===== config.mk =====
export PLATFORM = sky130hd
export DESIGN_NAME = shift_reg_univ
export DESIGN_NICKNAME = d
export VERILOG_FILES = /design/src/rtl/shreg_pkg.sv /design/src/rtl/shreg_frame_cnt.sv /design/src/rtl/shift_reg_univ.sv
export SDC_FILE = /design/constraint.sdc
export NUM_CORES = 1
export LEC_CHECK = 0
export CORE_ASPECT_RATIO = 1.2
export CORE_MARGIN = 4
export CORE_UTILIZATION = 36
export DETAILED_ROUTE_END_ITERATION = 10
export HOLD_SLACK_MARGIN = 0.15
export PLACE_DENSITY = 0.79
export SETUP_SLACK_MARGIN = 0.3
export SYNTH_ARGS = -nofsm -noshare
export SYNTH_HDL_FRONTEND = slang
export SYNTH_SLANG_ARGS = --single-unit

===== constraint.sdc =====
create_clock -name clk -period 1.31 [get_ports clk]
set_input_delay 0.262 -clock clk [delete_from_list [all_inputs] [get_ports clk]]
set_output_delay 0.262 -clock clk [all_outputs]
set_load 0.05 [all_outputs]

===== src/rtl/shreg_pkg.sv =====
// Shared mode encodings and width helper for the universal shift register.
// Optional rotate support is enabled with SHREG_ROTATE_EN.
package shreg_pkg;

  localparam logic [1:0] MODE_HOLD = 2'b00;
  localparam logic [1:0] MODE_SHL  = 2'b01;
  localparam logic [1:0] MODE_SHR  = 2'b10;
  localparam logic [1:0] MODE_LOAD = 2'b11;

  function automatic int cnt_w(input int width);
    return $clog2(width + 1);
  endfunction

endpackage


===== src/rtl/shreg_frame_cnt.sv =====
// Frame counter: counts shifts, wraps at WIDTH and
// raises a registered one-cycle frame_done pulse.
module shreg_frame_cnt
  import shreg_pkg::*;
#(
  parameter int WIDTH = 8,
  parameter int CNT_W = cnt_w(WIDTH)
) (
  input  logic             clk,
  input  logic             rst,
  input  logic             en,
  input  logic             shift,
  input  logic             load,
  output logic [CNT_W-1:0] cnt,
  output logic             done
);

  logic [CNT_W-1:0] r_cnt;
  logic             r_done;
  logic             w_last;

  assign w_last = (r_cnt == CNT_W'(WIDTH - 1));

  always_ff @(posedge clk) begin
    if (!rst) begin
      r_cnt  <= '0;
      r_done <= 1'b0;
    end else if (!en) begin
      r_done <= 1'b0;
    end else if (load) begin
      r_cnt  <= '0;
      r_done <= 1'b0;
    end else if (shift) begin
      // wrap instead of reaching WIDTH
      r_cnt  <= w_last ? '0 : r_cnt + CNT_W'(1);
      r_done <= w_last;
    end else begin
      r_done <= 1'b0;
    end
  end

  assign cnt  = r_cnt;
  assign done = r_done;

endmodule


===== src/rtl/shift_reg_univ.sv =====
// Universal shift register: hold, shift left/right, parallel load.
// Define SHREG_ROTATE_EN to add the rot input (rotate instead of serial in).
module shift_reg_univ
  import shreg_pkg::*;
#(
  parameter int WIDTH = 8,
  parameter int CNT_W = cnt_w(WIDTH)
) (
  input  logic             clk,
  input  logic             rst,
  input  logic             en,
  input  logic [1:0]       mode,
  input  logic             si_l,
  input  logic             si_r,
  input  logic [WIDTH-1:0] pi,
`ifdef SHREG_ROTATE_EN
  input  logic             rot,
`endif
  output logic [WIDTH-1:0] q,
  output logic             so_l,
  output logic             so_r,
  output logic [CNT_W-1:0] shift_cnt,
  output logic             frame_done
);

  logic [WIDTH-1:0] r_q;
  logic [WIDTH-1:0] w_next;
  logic             w_shift;
  logic             w_load;
  logic             w_in_l;
  logic             w_in_r;

`ifdef SHREG_ROTATE_EN
  assign w_in_l = rot ? r_q[WIDTH-1] : si_l;
  assign w_in_r = rot ? r_q[0] : si_r;
`else
  assign w_in_l = si_l;
  assign w_in_r = si_r;
`endif

  always_comb begin
    w_next  = r_q;
    w_shift = 1'b0;
    w_load  = 1'b0;
    unique case (1'b1)
      (mode == MODE_HOLD): ;
      (mode == MODE_SHL): begin
        w_next  = {r_q[WIDTH-2:0], w_in_l};
        w_shift = 1'b1;
      end
      (mode == MODE_SHR): begin
        w_next  = {w_in_r, r_q[WIDTH-1:1]};
        w_shift = 1'b1;
      end
      (mode == MODE_LOAD): begin
        w_next = pi;
        w_load = 1'b1;
      end
      default: ;
    endcase
  end

  always_ff @(posedge clk) begin
    if (!rst) begin
      r_q <= '0;
    end else if (en) begin
      r_q <= w_next;
    end
  end

  shreg_frame_cnt #(
    .WIDTH(WIDTH),
    .CNT_W(CNT_W)
  ) u_frame_cnt (
    .clk  (clk),
    .rst  (rst),
    .en   (en),
    .shift(w_shift),
    .load (w_load),
    .cnt  (shift_cnt),
    .done (frame_done)
  );

  assign q    = r_q;
  assign so_l = r_q[WIDTH-1];
  assign so_r = r_q[0];

endmodule


# ---- Word-level counts from Yosys, hierarchy flattened
# Index checks and enable logic that the tools add are counted.
dict set report classes {
  addsub 1
  n_eq_ne 4
  n_mux 6
  n_bitwise 3
  reduce_logical 6
}
# op n
set ops {}
lappend ops {{8-bit one-hot mux with 3 select lines} 1}
lappend ops {{4-bit 2-to-1 mux} 3}
lappend ops {{4-bit by 1-bit adder with 4-bit output (second input constant)} 1}
lappend ops {{2-bit equality test (second input constant)} 2}
lappend ops {{4-bit by 3-bit equality test with 1-bit output (second input constant)} 1}
lappend ops {{2-bit AND reduction} 2}
lappend ops {{4-bit OR reduction} 1}
lappend ops {{1-bit NOT} 3}
lappend ops {{3-bit nonzero test} 1}
lappend ops {{2-bit by 1-bit equality test with 1-bit output (second input constant)} 1}
lappend ops {{1-bit 2-to-1 mux} 2}
lappend ops {{2-bit nonzero test} 1}
lappend ops {{2-bit OR reduction} 1}
dict set report word_totals {
  ff_bits 13
  elab_cells 23
}

# ---- Longest topological paths before layout
dict set report logic_depth {
  ltp_word 5
  mapped_depth 7
}

# ---- Hierarchy
# From an unflattened synthesis, not the netlist that was laid out.
dict set report unflattened {
  hier_cells 80
  area_unflattened_um2 716.9
}
# module n_inst cells_each area_each_um2 seq_area_each_um2
set by_module_without_submodules {}
lappend by_module_without_submodules {shift_reg_univ 1 53 475.5 160.2}
lappend by_module_without_submodules {shreg_frame_cnt 1 27 241.5 100.1}

# ---- Worst setup path before layout
# OpenSTA, ideal clock, no wires.
dict set report synth_timing {
  path_type {register to register}
  startpoint {register u_frame_cnt.r_cnt[0], in the netlist u_frame_cnt.cnt[0]}
  endpoint {register u_frame_cnt.r_cnt[0], in the netlist u_frame_cnt.cnt[0]}
  setup_time_ns 0.070
  t_arrival_ns 1.449
  required_ns 1.240
  setup_slack_ns -0.209
  stages_incl_launch_ff 5
  n_path_buf 0
  synth_period_minus_slack_ns 1.519
  cell_sequence {dfxtp_1 ha_1 nand3b_1 or4b_1 a21oi_1}
}
dict set report synth_between {
  elab_chain_cells 4
}
# element line
set synth_lines {}
lappend synth_lines {{start, declared} shreg_frame_cnt.sv:18} ;# logic [CNT_W-1:0] r_cnt;
lappend synth_lines {{start signal, assigned} shreg_frame_cnt.sv:35} ;# r_cnt <= w_last ? '0 : r_cnt + CNT_W'(1);
lappend synth_lines {{4-bit by 1-bit adder with 4-bit output / 4-bit by 3-bit equality test with 1-bit output (equally long branches)} {shreg_frame_cnt.sv:35, shreg_frame_cnt.sv:22}}
lappend synth_lines {{4-bit 2-to-1 mux (*)} shreg_frame_cnt.sv:35}
lappend synth_lines {{4-bit 2-to-1 mux (*)} shreg_frame_cnt.sv:33} ;# end else if (shift) begin
lappend synth_lines {{4-bit 2-to-1 mux (*)} shreg_frame_cnt.sv:30} ;# end else if (load) begin
# Every way passes the cells marked *; elsewhere a longest branch is shown, timed or not. The select of a mux whose other input is x is not followed.
# A chain may end at the register's enable or synchronous reset.

# ---- Worst setup path after layout
dict set report layout_timing {
  startpoint {register u_frame_cnt.r_cnt[1], in the netlist u_frame_cnt.cnt[1]}
  endpoint {register u_frame_cnt.r_cnt[0], in the netlist u_frame_cnt.cnt[0]}
}
dict set report layout_between {
  elab_chain_cells 4
}
# element line
set layout_lines {}
lappend layout_lines {{4-bit by 3-bit equality test with 1-bit output} shreg_frame_cnt.sv:22} ;# assign w_last = (r_cnt == CNT_W'(WIDTH - 1));
lappend layout_lines {{4-bit 2-to-1 mux} shreg_frame_cnt.sv:35}
lappend layout_lines {{4-bit 2-to-1 mux} shreg_frame_cnt.sv:33}
lappend layout_lines {{4-bit 2-to-1 mux} shreg_frame_cnt.sv:30}
# Every way passes these cells. The select of a mux whose other input is x is not followed.

==> impl_metrics.tcl <==
set metrics [dict create \
    period_needed_ns 1.37 \
    setup.worst_path.class "reg -> reg" \
    synth_seq_cells 13 \
    setup_ws_ns -0.0572 \
    chipWidth_um 48.0 \
    globalplace.congestion 0.838 \
    layout.nets 159 \
    period_share 1.04 \
    slew_headroom 0.770 \
    place_inst 132 \
    io_pins 30 \
    grt_start_max_net_pins 11 \
    rsz0062_at_grt "yes" \
    required_ns 1.53 \
    avgSynthCellArea_um2 8.44 \
    clkTransAtPathRegs_ns 0.08 \
    critPathTopFamily "simple AND/OR/NAND/NOR gates" \
    synth_cells 82 \
    critPathMaxStageDelay_ns 0.48 \
    cellPowerDensity_nw_per_um2 754 \
    worstPathMaxFanout 2 \
    failed_checks "negative setup slack" \
    ys_warn_count 0 \
    die_h_um 56.0 \
    cap_violations 0 \
    finalHoldViolCount 0 \
    start_util 0.378 \
    worst_pin_slew_ns 0.346 \
    fmax_mhz 731 \
    numCtsBuffers 3 \
    rows 17 \
    drt_iter0_markers 30 \
    core_um2 1830 \
    power_mw 1.19 \
    startpoint_type "register" \
    synth_cell_types 20 \
    root_buffer "clkbuf_4" \
    status "finished with violations" \
    seq_area_frac_synth 0.376 \
    finalMaxSlewViolations 0 \
    arrival_ns 1.59 \
    dpl.hpwl_mm 1.48 \
    io_buffers 29 \
    mostFrequentLayoutCells "buf_4 (22), buf_12 (15), dfxtp_4 (12)" \
    grt_overflow 0 \
    antenna_cells 0 \
    path_cells "ha_4 > nand3b_1 > or4b_4 > a21oi_2" \
    grt_usage 0.224 \
    holdWs_ns 0.448 \
    grt_pass1_vias 956 \
    skew_ns 0.00101 \
    setup_violations 2 \
    detail-route-antenna-nets 0 \
    clk_latency_ns 0.29 \
    die_area_um2 2690 \
    wl_per_cell_um 20.0 \
    final_cells 158 \
    nFillCells 80 \
    p_leak_nw 0.624 \
    cp_num_buf_inv 0 \
    end_kind "register" \
    cts.sinks 13 \
    antenna_found_initial 0 \
    cts_tree "yes" \
    mostFrequentLayoutCell "buf_4" \
    finalWirelength_mm 3.16 \
    grt_pass1_wl_mm 4.34 \
    area_growth_pct 128 \
    clockBufferDepth 2 \
    ctsHoldBuffers 0 \
    htree_levels 1 \
    drc 0 \
    min_path_type "in -> reg" \
    routed-via-count 902 \
    via_per_inst 5.71 \
    slowest_stage "or4b_4" \
    drt_pass1_iterations 4 \
    ir_drop_uv 642 \
    syn_area_um2 692 \
    drive_gt1_frac 0.619 \
    syn-num-nets 101 \
]
-- worst paths after layout --
check	startpoint	end	slack [ns]	cells after the start
min reg2reg	q[7]	q[7]	0.61	2
min	en	u_frame_cnt.done	0.45	3
max	u_frame_cnt.cnt[1]	u_frame_cnt.cnt[0]	-0.06	4
max reg2reg	u_frame_cnt.cnt[1]	u_frame_cnt.cnt[0]	-0.06	4
-- registers in the layout, indices dropped and copies added, names as in the netlist --
register and flops:
u_frame_cnt.done 1, u_frame_cnt.cnt 4, q 8
-- through the flow --
stage | utilization | setup TNS, ns | setup WS, ns | cell area, µm²
6_report | 0.864 | -0.0714 | -0.0572 | 1580
5_1_grt | 0.864 | -0.215 | -0.0769 | 1580
4_1_cts | 0.807 | 0 | 0.0174 | 1480
3_5_place_dp | 0.689 | -5.13 | -0.559 | 1260
3_3_place_gp | 0.689 | -4.66 | -0.501 | 1260
2_1_floorplan | - | 0 | 0.0266 | 785
-- cells in the mapped netlist --
cell type / number / share of area
ha_1: 4 / 0.072
clkbuf_1: 2 / 0.011
inv_1: 3 / 0.016
nor2_1: 4 / 0.022
nand3b_1: 3 / 0.033
nand4b_1: 2 / 0.025
and4b_2: 1 / 0.016
o21ai_0: 9 / 0.065
nand2_1: 11 / 0.060
buf_6: 1 / 0.016
dfxtp_1: 13 / 0.38
a31oi_1: 9 / 0.081
nand3_1: 2 / 0.014
a21oi_1: 3 / 0.022
nor2b_1: 1 / 0.0090
buf_2: 1 / 0.0072
nand2b_4: 1 / 0.020
or4b_1: 1 / 0.014
buf_4: 3 / 0.033
a22oi_1: 8 / 0.087
-- power by group --
| group | switching (mW) | internal, mW | total [mW] | leakage (nW) |
|---|---|---|---|---|
| clock network | 0.148 | 0.119 | 0.266 | 0.0150 |
| registers | 0.0313 | 0.410 | 0.441 | 0.115 |
| logic | 0.236 | 0.248 | 0.484 | 0.493 |
| total | 0.415 | 0.777 | 1.19 | 0.624 |
-- worst register-to-register path, delay by kind of cell (launching register included) --
kind | cells | cell delay, ns
adder cells (fa/ha/maj) | 1 | 0.16
AND/OR/NAND/NOR | 2 | 0.63
AO/OA/AOI/OAI | 1 | 0.13
flip-flops | 1 | 0.37
-- routing by layer --
layer,global-route usage,wire length (µm),up-vias
li1,-,-,414
met1,0.256,1170,438
met5,0,0,-
met3,0.0485,155,11
met2,0.363,1750,39
met4,0.123,86,0
-- cell type report --
class	count	area [µm²]	share of cell area
well taps	19	23.8	0.0150
flip-flops and latches	13	307	0.194
inverters	3	31.3	0.0198
multi-input cells	59	492	0.311
clock buffers	4	26.3	0.0166
repair buffers	60	701	0.443
-- kinds of logic (layout without fill, tap and decap cells) --
group                      Yosys count  in the layout  share of synthesized area
AOI/OAI and AO/OA                   29             29                      0.255
adders and majority gates            4              4                     0.0723
buffers and inverters               10             67                     0.0832
DFF                                 13             13                      0.376
and+or+nand+nor                     26             26                      0.213
-- timing repair --
item	in CTS	in global routing
cloned	0	0
pin swaps	12	16
setup endpoints to repair	28	28
buffers inserted	18	4
gates resized for setup	32	17
Note: power is estimated with default switching activity, not from simulation.
